### src/rtl/regfile_pkg.sv
// Shared defaults and state encoding for the register-file write arbiter.
package regfile_pkg;
  localparam int unsigned DATA_W_DEF = 32;
  localparam int unsigned ADDR_W_DEF = 5;
  localparam int unsigned NREG       = 2 ** ADDR_W_DEF;

  typedef enum logic {
    INIT,
    RUN
  } state_e;
endpackage

### src/rtl/regfile_wr_arb_rr_arb2.sv
// Two-way round-robin grant: on a tie the requester not granted last wins.
module rr_arb2 (
  input  logic [1:0] req,
  input  logic       last,
  input  logic       en,
  output logic [1:0] gnt
);

  // req[0]/gnt[0] is requester A, req[1]/gnt[1] is B; last=1 means B won last.
  always_comb begin
    gnt = '0;
    if (en) begin
      unique case (req)
        2'b01:   gnt = 2'b01;
        2'b10:   gnt = 2'b10;
        2'b11:   gnt = last ? 2'b01 : 2'b10;
        default: gnt = '0;
      endcase
    end
  end

endmodule

### src/rtl/regfile_wr_arb.sv
// Register-file write arbiter: zero-fill sweep after reset/clear, then
// round-robin arbitration of two write requesters into one write port.
module regfile_wr_arb
  import regfile_pkg::*;
#(
  parameter int unsigned DATA_W = DATA_W_DEF,
  parameter int unsigned ADDR_W = ADDR_W_DEF
) (
  input  logic              clk,
  input  logic              rst,
  input  logic              clr,
  input  logic              req_a,
  input  logic              req_b,
  input  logic [ADDR_W-1:0] addr_a,
  input  logic [ADDR_W-1:0] addr_b,
  input  logic [DATA_W-1:0] data_a,
  input  logic [DATA_W-1:0] data_b,
  output logic              gnt_a,
  output logic              gnt_b,
  output logic              wr_en,
  output logic [ADDR_W-1:0] wr_addr,
  output logic [DATA_W-1:0] wr_data,
  output logic              busy
);

  state_e              state_q;
  logic [ADDR_W-1:0]   cnt_q;
  logic                last_q;
  logic                busy_q;
  logic                wr_en_q;
  logic [ADDR_W-1:0]   wr_addr_q;
  logic [DATA_W-1:0]   wr_data_q;
  logic                arb_en;
  logic [1:0]          gnt;

  assign arb_en = (state_q == RUN) && !clr && !rst;

  rr_arb2 u_arb (
    .req  ({req_b, req_a}),
    .last (last_q),
    .en   (arb_en),
    .gnt  (gnt)
  );

  always_ff @(posedge clk) begin
    if (rst) begin
      state_q   <= INIT;
      cnt_q     <= '0;
      busy_q    <= 1'b1;
      wr_en_q   <= 1'b0;
      wr_addr_q <= '0;
      wr_data_q <= '0;
      last_q    <= 1'b1;
    end else if (clr) begin
      // Clear only rewinds the sweep; the last write's addr/data are held.
      state_q <= INIT;
      cnt_q   <= '0;
      busy_q  <= 1'b1;
      wr_en_q <= 1'b0;
    end else begin
      unique case (state_q)
        INIT: begin
          wr_en_q   <= 1'b1;
          wr_addr_q <= cnt_q;
          wr_data_q <= '0;
          cnt_q     <= cnt_q + 1'b1;
          if (cnt_q == '1) begin
            state_q <= RUN;
            busy_q  <= 1'b0;
          end
        end
        RUN: begin
          wr_en_q <= |gnt;
          if (gnt[0]) begin
            wr_addr_q <= addr_a;
            wr_data_q <= data_a;
            last_q    <= 1'b0;
          end else if (gnt[1]) begin
            wr_addr_q <= addr_b;
            wr_data_q <= data_b;
            last_q    <= 1'b1;
          end
        end
        default: state_q <= INIT;
      endcase
    end
  end

  assign gnt_a   = gnt[0];
  assign gnt_b   = gnt[1];
  assign wr_en   = wr_en_q;
  assign wr_addr = wr_addr_q;
  assign wr_data = wr_data_q;
  assign busy    = busy_q;

endmodule

### config.mk
export PLATFORM = sky130hd
export DESIGN_NAME = regfile_wr_arb
export DESIGN_NICKNAME = d
export VERILOG_FILES = /design/src/rtl/regfile_pkg.sv /design/src/rtl/regfile_wr_arb_rr_arb2.sv /design/src/rtl/regfile_wr_arb.sv
export SDC_FILE = /design/constraint.sdc
export NUM_CORES = 1
export LEC_CHECK = 0
export CORE_MARGIN = 2
export CORE_UTILIZATION = 40
export CTS_CLUSTER_SIZE = 12
export DETAILED_ROUTE_END_ITERATION = 16
export GPL_TIMING_DRIVEN = 1
export PLACE_DENSITY = 0.91
export SYNTH_ARGS = -nofsm -noshare
export SYNTH_HDL_FRONTEND = slang
export SYNTH_SLANG_ARGS = --single-unit
### constraint.sdc
create_clock -name clk -period 3.15 [get_ports clk]
set_input_delay 0.63 -clock clk [delete_from_list [all_inputs] [get_ports clk]]
set_output_delay 0.63 -clock clk [all_outputs]
set_load 0.01 [all_outputs]
* Word level (Yosys, flattened, before mapping)
Index checks and enable logic that the tools add are counted.
** Word-level totals
- Memories kept :: 0
- Output and inout bits :: 41
- Input port bits :: 79
- Register bits :: 46
- Logic and storage cells :: 39
- Memory bits (read-only) :: 0
- Memory bits (writable) :: 0
- Bits in latches :: 0
** Cells by class
- Multiply operators :: 0
- Magnitude comparators :: 0
- Shift-type cells :: 0
- Div/mod/pow operators :: 0
- Muxes and demuxes :: 14
- Eq/ne operators :: 5
- Reduce and logical (&&, ||, !) cells :: 10
- Add/sub/neg operators :: 1
- Bitwise logic cells :: 2
** Operators with widths (number)
- $mux W32 :: 2
- $pmux W32 S2 :: 1
- $mux W5 :: 2
- $pmux W5 S2 :: 1
- $pmux W2 S3 :: 1
- $add A5 B1 Y5 const B :: 1
- $eq A5 B5 Y1 const B :: 1
- $eq A2 B2 Y1 const B :: 2
- $mux W1 :: 4
- $mux W2 :: 2
- $reduce_and A2 Y1 :: 2
- $reduce_or A2 Y1 :: 2
- $ne A3 B1 Y1 const B :: 1
- $reduce_and A3 Y1 :: 1
- $eq A2 B1 Y1 const B :: 1
- $logic_and A1 B1 Y1 :: 2
- $logic_not A1 Y1 :: 2
- $not A1 Y1 :: 2
- $pmux W1 S2 :: 1
- $reduce_bool A2 Y1 :: 1

* Longest topological paths before layout
- Depth after elaboration :: 7
- Depth in mapped cells :: 6
- Gate-level depth less buffers :: 6

* Cells and area by module
Synthesis repeated with hierarchy kept, for this count alone.
** Unflattened totals
- Cells, all modules :: 180
- Area, all modules :: 1969.4 µm²
** By module, submodules not included
- regfile_wr_arb :: area each 1948.1 µm², cells an instance 175, instances 1, seq. area each 920.9 µm²
- rr_arb2 :: area each 21.3 µm², cells an instance 5, instances 1, seq. area each 0.0 µm²

* Worst setup path before layout
No wires, ideal clock.
- Kind :: in2out
- From :: in clr
- To :: out gnt_a
- Buffers on the path :: 1
- Setup slack :: 1.348 ns
- Data arrival time :: 1.172 ns
- Stages on the path :: 4
- Path through :: nor2_1 -> nand4_1 -> buf_6 -> inv_1
** On the way
- Cells in the longest elaborated chain, start to end :: 4
** RTL lines
- start, declared :: line regfile_wr_arb.sv:11 : input logic clr,
- $logic_not A1 Y1 :: line regfile_wr_arb.sv:36 : assign arb_en = (state_q == RUN) && !clr && !rst;
- $logic_and A1 B1 Y1 (2 in series) :: line regfile_wr_arb.sv:36
- $mux W2 :: line regfile_wr_arb_rr_arb2.sv:12 : if (en) begin
- end, declared :: line regfile_wr_arb.sv:18 : output logic gnt_a,
Every way passes these cells.

* Worst setup path in the final report
Same ends and word-level chain as after synthesis.

==> impl_metrics.toml <==
[clocking]
clock_insertion_delay_worst_skew_ns = 0.29
cts_tree = "done"
path_clk_slew_ns = 0.08
cts.repair_timing.setup_buffer_count = 0
cts_resized = 0
longest_clk_path_bufs = 2
postCtsHoldBufs = 0
sinks_on_clock_net = 46
tritoncts_buffers = 5
clk_root_buffer_cell = "clkbuf_8"
clock_tree.htree_level_count = 2

[timing]
clock.fmax_ghz = 0.365
setup_ws_ns = 0.407
timing.hold.ws_ns = 0.448
tightestPinTransition_ns = 0.601
finalCriticalPeriod_ns = 2.74
setup_repair_after_global_routing_missed_its_margin = "false"
period_share_pct = 87.1
maxSlewViolCount = 0
hold_viol_final = 0
setup_violation_total_in_the_final_timing_report = 0
worst_slew_margin_rel_pct = 60.0
clock-skew-final_ns = 0.00641
finalSetupTns_ns = 0

[hold_path]
min-delay-path-class = "reg2reg"
worst_hold_path_cells = 2

[logic_synthesis]
synth-warning-count = 0
post-synth-top-area-cell = "dfxtp_1"
net_count_after_synthesis = 305
postSynth.topFlopCell = "dfxtp_1"
synthArstFlopShare_pct = 0
synth-edff-count = 0
synth_seq_cells = 46
syn_inst = 224
yosys.cell_count.top_type = "dfxtp_1"
yosysTopAreaCellShare_pct = 45.5
mappedNetlistArea_sq_mm = 0.00202
commonest_cells_in_the_synthesized_netlist = "46 x dfxtp_1, 44 x nand2_1, 34 x mux2i_1"
ys_seq_area_share_pct = 45.5
netlist_top_cells_area = "dfxtp_1 45%, mux2i_1 17%, nand2_1 8.2%"
syn-mean-instance-area_sq_um = 9.04
yosysUniqueCellTypes = 30

[drt]
avgRoutedWirePerCell_microns = 13.3
route.detailed.vias_per_inst = 4.88
antenna_violating_nets_left = 0
vias = 2001
drt_pass1_iterations = 4
drc = 0
violation_count_after_the_first_detailed_routing_iteration = 52
wirelength_microns = 5440

[placed_design]
place.port_buffers = 119
preCtsSetupSlack_ns = 0.414
dp_hpwl_microns = 4310
globalplace.congestion = 0.831

[finish]
syn2layout_area_growth_pct = 66.1
final.fill_count = 393
fin_nets = 423
num_antenna_cells = 0
drive_gt1_share_pct = 4.08

[power_and_ir_drop]
cellLeakagePower_nw = 1.44
pwr-share-comb_pct = 12.3
power_report.internal_total_uw = 925
power.switching_uw = 224
p_per_area_mw_per_mm2 = 342
p_seq_share_pct = 51.0
p_clk_share_pct = 36.7
power_switching_share_pct = 19.5
worst_ir_drop_vdd_mv = 0.280

[floorplanning]
io_pins = 120
fp.dieW_microns = 75.1
rows = 25
die_y_microns = 75.1
design.core.area_sq_mm = 0.00482
initial_util_pct = 42.0
floorplan_die_area_sq_mm = 0.00565

[global_route]
grt_overflow = 0
grt_pass1_vias = 1948
grt_util_met2_pct = 37.1
grt_most_used_layer = "met2"
grt_pass1_wl_microns = 8540
globalRouteMet3Util_pct = 5.09
grt_util_all_layers_pct = 19.6
grt_antenna_before_repair = 0
maximum_number_of_pins_on_one_net_before_global_route_repair = 38
grtUsageMet1_pct = 21.7

[worst_setup_path]
worst_setup_path_start_kind = "primary input"
crit_path_max_incr_delay_ns = 0.55
crit_arrival_ns = 2.11
crit_path_max_fanout = 4
worst_path_max_delay_cell = "clkdlybuf4s50_1"
worst_path_most_repeated_cell = "clkdlybuf4s50_1"
timing.critical_path.to_type = "output port"
critical_path.cell_chain = "clkdlybuf4s50_1 > nor2_1 > nand4_1 > inv_1 > clkdlybuf4s50_1"
critPathRequiredTime_ns = 2.52
reg2regPathDepth = 6
critical_path.top_delay_family = "buffers and inverters"
worst-path-buf-inv = 3
critical_path_cell_count = 5
critPathKind = "in2out"

[status]
status = "finished, final reports clean"

[flow_run]
max_cap_viol_count = 0
-- cell usage in the layout, fill, tap and decap left out, types with 2 or more instances in the layout --
cell type	instances
clkbuf_1	2
and3_1	2
nand2_1	44
nor2_1	11
buf_4	5
nor2b_1	3
mux2i_1	34
clkbuf_8	5
inv_1	3
o31ai_1	4
a21oi_1	5
ha_1	2
dfxtp_1	46
clkdlybuf4s50_1	119
o21ai_1	11
o21ai_0	30
xor2_1	2
nand2b_1	2
-- worst register-to-register path, delay by kind of cell (launching register included) --
kind	cells	cell delay, ns
DFF	1	0.31
AOI/OAI and AO/OA	2	0.54
buffers and inverters	2	0.45
and+or+nand+nor	2	0.50
-- area by class of cell --
class | count | area [sq um] | area share [%]
Clock buffer | 7 | 76.3 | 2.27
Clock inverter | 1 | 30.0 | 0.893
Inverter | 3 | 11.3 | 0.335
Multi-Input combinational cell | 161 | 991 | 29.5
Sequential cell | 46 | 921 | 27.4
Tap cell | 67 | 83.8 | 2.49
Timing Repair Buffer | 125 | 1250 | 37.1
-- power groups by stage --
stage | logic, mW | clock network (mW) | registers, mW
finish | 0.142 | 0.421 | 0.586
global placement | 0.139 | 0 | 0.600
floorplan | 0.0341 | 0 | 0.601
CTS | 0.143 | 0.435 | 0.586
detailed placement | 0.142 | 0 | 0.600
global route | 0.153 | 0.460 | 0.587
-- path summary, 6_finish.rpt --
check / start / end / slack, ns
max: clr / gnt_a / 0.41
max reg2reg: state_q / wr_data[1] / 1.28
min: wr_addr[3] / wr_addr[3] / 0.45
min reg2reg: wr_addr[3] / wr_addr[3] / 0.45
-- routing by layer --
metal,share of wire [%],wire length (microns)
met5,0,0
met2,53,2910
met4,0.63,34
met1,39,2130
met3,6.8,371
-- logic make-up (layout without fill, tap and decap cells) --
kind of cell               Yosys count  after routing  synth area share, %
and+or+nand+nor                     69             69                 15.0
AOI/OAI and AO/OA                   53             53                 14.6
DFF                                 46             46                 45.5
muxes                               34             34                 16.8
buffers and inverters               17            136                 5.56
xor gates and xnor gates             3              3                 1.30
adders and majority gates            2              2                 1.24
-- registers in the layout, indices dropped and copies added (netlist names) --
signal,count
wr_data,32
cnt_q,5
wr_addr,5
busy,1
last_q,1
state_q,1
wr_en,1
-- metrics by stage --
step	power (mW)	area, sq um	cells	utilization, %
2_1_floorplan	0.635	2020	224	-
3_3_place_gp	0.739	3260	402	67.6
3_5_place_dp	0.742	3260	402	67.6
4_1_cts	1.16	3360	410	69.8
5_1_grt	1.20	3360	410	69.8
6_report	1.15	3360	410	69.8
(Power assumes the default switching activity.)
